--- src/rtl/sha256_pkg.sv ---
// Shared definitions for the SHA-256 round register block.
// Contents: register offsets, FINISH bit positions, FSM encoding and round functions.
package sha256_pkg;

  localparam logic [15:0] OFF_IA     = 16'h0000;
  localparam logic [15:0] OFF_OA     = 16'h0020;
  localparam logic [15:0] OFF_FINISH = 16'h0040;
  localparam logic [15:0] OFF_W      = 16'h0044;
  localparam logic [15:0] OFF_K      = 16'h0048;

  localparam int FIN_DONE  = 0;
  localparam int FIN_BUSY  = 1;
  localparam int FIN_CHAIN = 8;
  localparam int FIN_IRQEN = 16;

  typedef enum logic [1:0] {
    ST_IDLE   = 2'd0,
    ST_CALC   = 2'd1,
    ST_UPDATE = 2'd2
  } state_e;

  function automatic logic [31:0] rotr(input logic [31:0] x, input int n);
    return (x >> n) | (x << (32 - n));
  endfunction

  function automatic logic [31:0] big_sigma0(input logic [31:0] x);
    return rotr(x, 2) ^ rotr(x, 13) ^ rotr(x, 22);
  endfunction

  function automatic logic [31:0] big_sigma1(input logic [31:0] x);
    return rotr(x, 6) ^ rotr(x, 11) ^ rotr(x, 25);
  endfunction

  function automatic logic [31:0] ch(input logic [31:0] e, input logic [31:0] f,
                                     input logic [31:0] g);
    return (e & f) ^ (~e & g);
  endfunction

  function automatic logic [31:0] maj(input logic [31:0] a, input logic [31:0] b,
                                      input logic [31:0] c);
    return (a & b) ^ (a & c) ^ (b & c);
  endfunction

  function automatic logic [31:0] be_merge(input logic [31:0] old_v,
                                           input logic [31:0] new_v,
                                           input logic [3:0]  be);
    logic [31:0] r;
    r = old_v;
    for (int n = 0; n < 4; n++)
      if (be[n]) r[8*n +: 8] = new_v[8*n +: 8];
    return r;
  endfunction

endpackage

--- src/rtl/sha256_round.sv ---
// Combinational SHA-256 compression round terms T1 and T2.
module sha256_round
  import sha256_pkg::*;
(
  input  logic [31:0] a_i,
  input  logic [31:0] b_i,
  input  logic [31:0] c_i,
  input  logic [31:0] e_i,
  input  logic [31:0] f_i,
  input  logic [31:0] g_i,
  input  logic [31:0] h_i,
  input  logic [31:0] w_i,
  input  logic [31:0] k_i,
  output logic [31:0] t1_o,
  output logic [31:0] t2_o
);

  assign t1_o = h_i + big_sigma1(e_i) + ch(e_i, f_i, g_i) + k_i + w_i;
  assign t2_o = big_sigma0(a_i) + maj(a_i, b_i, c_i);

endmodule

--- src/rtl/sha256_regs.sv ---
// Register window around one SHA-256 round: inputs A..H, W, K, results, control.
// Writing K while idle launches a two-edge round (CALC registers T1/T2, UPDATE loads outputs).
module sha256_regs
  import sha256_pkg::*;
#(
  parameter logic [15:0] P_BASE      = 16'h4000,
  parameter logic        P_CHAIN_DEF = 1'b0
) (
  input  logic        ACLK,
  input  logic        ARESETN,
  input  logic [15:0] WRADDR,
  input  logic [3:0]  BYTEEN,
  input  logic        WREN,
  input  logic [31:0] WDATA,
  input  logic [15:0] RDADDR,
  input  logic        RDEN,
  output logic [31:0] RDATA,
  output logic        SHA_IRQ
);

  state_e      state_q;
  logic [31:0] i_q [8];
  logic [31:0] o_q [8];
  logic [31:0] o_d [8];
  logic [31:0] w_q, k_q, t1_q, t2_q, t1_d, t2_d, rdata_q, rdata_d;
  logic        done_q, irqen_q, chain_q, busy;
  logic [15:0] wr_off, rd_off;
  logic        wr_i, wr_w, wr_k, wr_fin;

  assign busy   = (state_q != ST_IDLE);
  assign wr_off = WRADDR - P_BASE;
  assign rd_off = RDADDR - P_BASE;

  // Offsets are full 16-bit values, so anything outside the window or misaligned misses.
  assign wr_i   = WREN && !busy && (wr_off < OFF_OA) && (wr_off[1:0] == 2'b00);
  assign wr_w   = WREN && !busy && (wr_off == OFF_W);
  assign wr_k   = WREN && !busy && (wr_off == OFF_K);
  assign wr_fin = WREN && (wr_off == OFF_FINISH);

  sha256_round u_round (
    .a_i (i_q[0]), .b_i (i_q[1]), .c_i (i_q[2]),
    .e_i (i_q[4]), .f_i (i_q[5]), .g_i (i_q[6]), .h_i (i_q[7]),
    .w_i (w_q),    .k_i (k_q),
    .t1_o(t1_d),   .t2_o(t2_d)
  );

  always_comb begin
    o_d[0] = t1_q + t2_q;
    o_d[1] = i_q[0];
    o_d[2] = i_q[1];
    o_d[3] = i_q[2];
    o_d[4] = i_q[3] + t1_q;
    o_d[5] = i_q[4];
    o_d[6] = i_q[5];
    o_d[7] = i_q[6];
  end

  always_comb begin
    rdata_d = '0;
    if (rd_off[1:0] == 2'b00) begin
      if (rd_off < OFF_OA)            rdata_d = i_q[rd_off[4:2]];
      else if (rd_off < OFF_FINISH)   rdata_d = o_q[rd_off[4:2]];
      else if (rd_off == OFF_FINISH) begin
        rdata_d[FIN_DONE]  = done_q;
        rdata_d[FIN_BUSY]  = busy;
        rdata_d[FIN_CHAIN] = chain_q;
        rdata_d[FIN_IRQEN] = irqen_q;
      end
      else if (rd_off == OFF_W)       rdata_d = w_q;
      else if (rd_off == OFF_K)       rdata_d = k_q;
    end
  end

  always_ff @(posedge ACLK or negedge ARESETN) begin
    if (!ARESETN) begin
      state_q <= ST_IDLE;
      for (int j = 0; j < 8; j++) begin
        i_q[j] <= '0;
        o_q[j] <= '0;
      end
      w_q     <= '0;
      k_q     <= '0;
      t1_q    <= '0;
      t2_q    <= '0;
      done_q  <= 1'b0;
      irqen_q <= 1'b0;
      chain_q <= P_CHAIN_DEF;
      rdata_q <= '0;
    end else begin
      if (wr_i) i_q[wr_off[4:2]] <= be_merge(i_q[wr_off[4:2]], WDATA, BYTEEN);
      if (wr_w) w_q <= be_merge(w_q, WDATA, BYTEEN);
      if (wr_fin) begin
        if (BYTEEN[1]) chain_q <= WDATA[FIN_CHAIN];
        if (BYTEEN[2]) irqen_q <= WDATA[FIN_IRQEN];
        if (BYTEEN[0] && WDATA[FIN_DONE]) done_q <= 1'b0;
      end
      if (RDEN) rdata_q <= rdata_d;
      // FSM last so the UPDATE edge's DONE set overrides a same-edge clear.
      case (state_q)
        ST_IDLE: if (wr_k) begin
          k_q     <= be_merge(k_q, WDATA, BYTEEN);
          done_q  <= 1'b0;
          state_q <= ST_CALC;
        end
        ST_CALC: begin
          t1_q    <= t1_d;
          t2_q    <= t2_d;
          state_q <= ST_UPDATE;
        end
        ST_UPDATE: begin
          for (int j = 0; j < 8; j++) begin
            o_q[j] <= o_d[j];
            if (chain_q) i_q[j] <= o_d[j];
          end
          done_q  <= 1'b1;
          state_q <= ST_IDLE;
        end
        default: state_q <= ST_IDLE;
      endcase
    end
  end

  assign RDATA   = rdata_q;
  assign SHA_IRQ = done_q & irqen_q;

endmodule

--- config.mk ---
export PLATFORM = sky130hd
export DESIGN_NAME = sha256_regs
export DESIGN_NICKNAME = d
export VERILOG_FILES = /design/src/rtl/sha256_pkg.sv /design/src/rtl/sha256_round.sv /design/src/rtl/sha256_regs.sv
export SDC_FILE = /design/constraint.sdc
export NUM_CORES = 2
export LEC_CHECK = 0
export ABC_AREA = 1
export CORE_ASPECT_RATIO = 0.6
export CORE_UTILIZATION = 35
export DETAILED_ROUTE_END_ITERATION = 6
export SKIP_CTS_REPAIR_TIMING = 1
export SLEW_MARGIN = 30
export SYNTH_ARGS = -nofsm -noshare
export SYNTH_HDL_FRONTEND = slang
export SYNTH_SLANG_ARGS = --single-unit
--- constraint.sdc ---
create_clock -name ACLK -period 6 [get_ports ACLK]
set_input_delay 0.9 -clock ACLK [delete_from_list [all_inputs] [get_ports ACLK]]
set_output_delay 0.9 -clock ACLK [all_outputs]
set_load 0.01 [all_outputs]
==> impl_metrics.py <==
metrics = {
    "synthesis": {
        "synth-xor-area-share_pct": 2.92,
        "ys_seq_area_share_pct": 34.6,
        "muxShareOfSynthArea_pct": 0,
        "synth_compound_area_share_pct": 16.2,
        "synth_cell_types": 40,
        "yosys.area_share.simple_pct": 28.4,
        "netlist_instances": 7280,
        "yosys_warnings": 0,
        "syn_avg_cell_area_um2": 6.72,
        "synthesis.nets": 7573,
        "synth_area_um2": 48900,
        "synth_edf_count": 0,
        "synthAdderAreaFrac_pct": 7.11,
        "ys.flop_type": "dfrtp_1",
        "synth_top_family_by_area": "simple AND/OR/NAND/NOR gates",
        "ys_ff_latch": 677,
        "async_reset_ff_share_pct": 100,
    },
    "sta": {
        "fin_ws_ns": 1.13,
        "fmax_mhz": 205,
        "rsz0062_at_grt": "false",
        "drv_slew": 0,
        "setup_tns_ns": 0,
        "worst_pin_slew_ns": 1.13,
        "period_needed_ns": 4.87,
        "fin_crit_sh_pct": 81.2,
        "hold_violations": 0,
        "finalSetupViolations": 0,
        "fin_worst_skew_ns": 0.0387,
        "slew_headroom_pct": 24.5,
    },
    "drt": {
        "ant_nets": 0,
        "vias": 52400,
        "viasPerCell": 5.82,
        "routed_wl_um": 243000,
        "drt_pre_antenna_iters": 7,
        "wl_per_cell_um": 27.1,
        "drtIter0Drc": 8726,
        "route.detailed.drc": 6,
    },
    "grt": {
        "grt_max_degree": 227,
        "antenna_found_initial": 8,
        "grt_pass1_wl_um": 343000,
        "grt_pass1_vias": 46300,
        "grtUsageTotal_pct": 33.6,
        "gr-total-overflow": 0,
    },
    "critical_path": {
        "crit_family": "adder cells",
        "reg2reg_depth": 15,
        "cp-end-kind": "flip-flop",
        "slowest_delay_ns": 0.74,
        "critPathKind": "flip-flop to flip-flop",
        "r2r_end": "t1_q[28]$_DFFE_PN0N_",
        "path_buf_inv": 3,
        "worstPathCellList": "inv_1 > xor2_1 > fa_1 > inv_1 > fa_1 > inv_1 > ha_1 > a21oi_1 > nor2_1 > o21ai_0 > nand3_1 > nand2_1 > nand3_1 > nand3_1 > nand2_1",
        "arrival_ns": 5.44,
        "r2r_start": "i_q[126]$_DFF_PN0_",
        "critPathRequiredTime_ns": 6.57,
        "cp_slowest_cell": "xor2_1",
        "r2r_slack_ns": 1.13,
        "path_max_fanout": 7,
        "start_kind": "flip-flop",
    },
    "cts": {
        "clk_pin_slew_worst_paths_ns": 0.07,
        "numClockSinks": 677,
        "cts_buffers": 72,
        "cts_buffer_depth": 3,
        "cts_root_buffer": "clkbuf_16",
        "insertion_delay_ns": 0.71,
        "htree_levels": 3,
        "cts_tree": "done",
    },
    "place": {
        "pre_cts_ws_ns": 1.56,
        "io_buffers": 104,
        "place_congestion": 1.06,
        "dpl.hpwl_um": 179000,
    },
    "floorplanning": {
        "initial_core_util_pct": 35.5,
        "core_area_um2": 138000,
        "io_pins": 105,
        "die_area_um2": 141000,
        "rows": 105,
        "die_w_um": 485,
        "die_h_um": 292,
    },
    "layout": {
        "ff_latch_area_um2": 16900,
        "multi_input_area_um2": 26800,
        "fin_util_pct": 39.2,
        "areaGrowthSynthToFinish_pct": 10.3,
        "mostFrequentLayoutCell": "nand2_1",
        "drive_gt1_share_pct": 3.44,
        "fin_nets": 7420,
        "fillCellCount": 14600,
        "final_cell_mix": "2337 x nand2_1, 946 x inv_1, 677 x dfrtp_1",
    },
    "pwr": {
        "swShare_pct": 27.9,
        "finalPower_mw": 10.2,
        "p_leak_nw": 27.6,
        "power_per_cell_area_nw_per_um2": 190,
        "comb_power_share_pct": 7.6,
        "power_switching_mw": 2.86,
        "seqPwrFrac_pct": 44.6,
        "ir_worst_vdd_mv": 0.176,
        "p_clk_share_pct": 47.8,
        "internal_power_mw": 7.38,
    },
    "status": {
        "status": "finished, violations left",
        "violations": "DRC",
    },
    "run": {
        "maxCapViolations": 0,
    },
    "hold_path": {
        "worstHoldPathType": "primary input to asynchronous set/reset pin",
    },
}
==> state kept, by name (all words and copies together), names as in the netlist <==
| name | flops |
|---|---|
| i_q | 256 |
| o_q | 256 |
| RDATA | 32 |
| k_q | 32 |
| t1_q | 32 |
| t2_q | 32 |
| w_q | 32 |
| state_q | 2 |
| chain_q | 1 |
| done_q | 1 |
| irqen_q | 1 |
==> synthesized netlist by cell type, types with 2 or more instances <==
cell | instances | area (µm²)
nand2_1 | 2340 | 8780
inv_1 | 950 | 3570
dfrtp_1 | 677 | 16900
o21ai_0 | 596 | 2980
nand3_1 | 566 | 2830
a21oi_1 | 564 | 2820
clkbuf_1 | 318 | 1190
nor2_1 | 308 | 1160
a22oi_1 | 131 | 983
ha_1 | 126 | 1580
fa_1 | 95 | 1900
xnor2_1 | 84 | 736
nand4_1 | 80 | 500
xor2_1 | 79 | 692
o211ai_1 | 74 | 556
buf_2 | 48 | 240
nor3_1 | 45 | 225
buf_1 | 43 | 161
a31oi_1 | 38 | 238
o21bai_1 | 25 | 188
nand3b_1 | 17 | 128
or2_2 | 17 | 106
inv_2 | 10 | 37.5
o21ai_1 | 10 | 50.1
a211oi_1 | 8 | 60.1
and2_1 | 5 | 31.3
nor2_2 | 4 | 25.0
nor3_2 | 4 | 40.0
clkinv_1 | 3 | 11.3
o21a_1 | 3 | 22.5
a21o_1 | 2 | 15.0
buf_4 | 2 | 15.0
==> area by class of cell <==
| class | count | area share (%) |
|---|---|---|
| timing repair buffer | 184 | 3.46 |
| sequential | 677 | 31.4 |
| clock inverter | 26 | 0.719 |
| multi-input combinational | 5229 | 49.7 |
| antenna | 2 | 0.00928 |
| clock buffer | 97 | 3.74 |
| tap | 1819 | 4.22 |
| inverter | 963 | 6.75 |
==> power by group through the flow <==
stage	Sequential, mW	Combinational (mW)	Clock (mW)
after floorplan	4.65	0.327	0
after global placement	4.65	0.754	0
after detailed placement	4.65	0.754	0
after CTS	4.57	0.757	4.90
after global routing	4.56	0.811	5.06
final	4.56	0.781	4.89
==> worst register-to-register path, cell delays in order, from the launching register on <==
cell     delay (ns)
dfrtp_1        0.66
inv_1          0.35
xor2_1         0.75
fa_1           0.52
inv_1          0.08
fa_1           0.41
inv_1          0.07
ha_1           0.28
a21oi_1        0.28
nor2_1         0.10
o21ai_0        0.35
nand3_1        0.36
nand2_1        0.22
nand3_1        0.11
nand3_1        0.14
nand2_1        0.07
==> routing by layer <==
metal | track usage (%) | up-vias | share of wire, %
met3 | 11.9 | 468 | 15
met5 | 1.45 | - | 0.13
met1 | 51.8 | 25100 | 45
li1 | - | 23100 | -
met2 | 41.3 | 3752 | 36
met4 | 11.9 | 4 | 3.9
==> through the flow <==
step / instances / instance area (µm²) / hold WS (ns)
2_1_floorplan: 7280 / 48900 / 0.448
6_report: 8997 / 53900 / 0.147
5_1_grt: 8995 / 53900 / 0.185
3_5_place_dp: 8870 / 51500 / 0.465
3_3_place_gp: 8870 / 51400 / 0.460
4_1_cts: 8993 / 53900 / 0.177
==> how the worst max path moves through the flow <==
stage               cells past startpoint  slack (ns)          startpoint              endpoint
floorplan                              19        2.60  i_q[122]$_DFF_PN0_  t1_q[29]$_DFFE_PN0N_
global placement                       15        1.52  i_q[126]$_DFF_PN0_  t1_q[28]$_DFFE_PN0N_
detailed placement                     18        1.56  i_q[103]$_DFF_PN0_  t1_q[29]$_DFFE_PN0N_
CTS                                    18        1.50  i_q[103]$_DFF_PN0_  t1_q[29]$_DFFE_PN0N_
global route                           15        1.17  i_q[126]$_DFF_PN0_  t1_q[28]$_DFFE_PN0N_
finish                                 15        1.13  i_q[126]$_DFF_PN0_  t1_q[28]$_DFFE_PN0N_
==> logic make-up after synthesis <==
kind of cell | count (synthesis)
buffers and inverters | 1374
DFF | 677
xor gates and xnor gates | 163
adders and majority gates | 221
and+or+nand+nor | 3392
AOI/OAI and AO/OA | 1453
(Power assumes the default switching activity.)
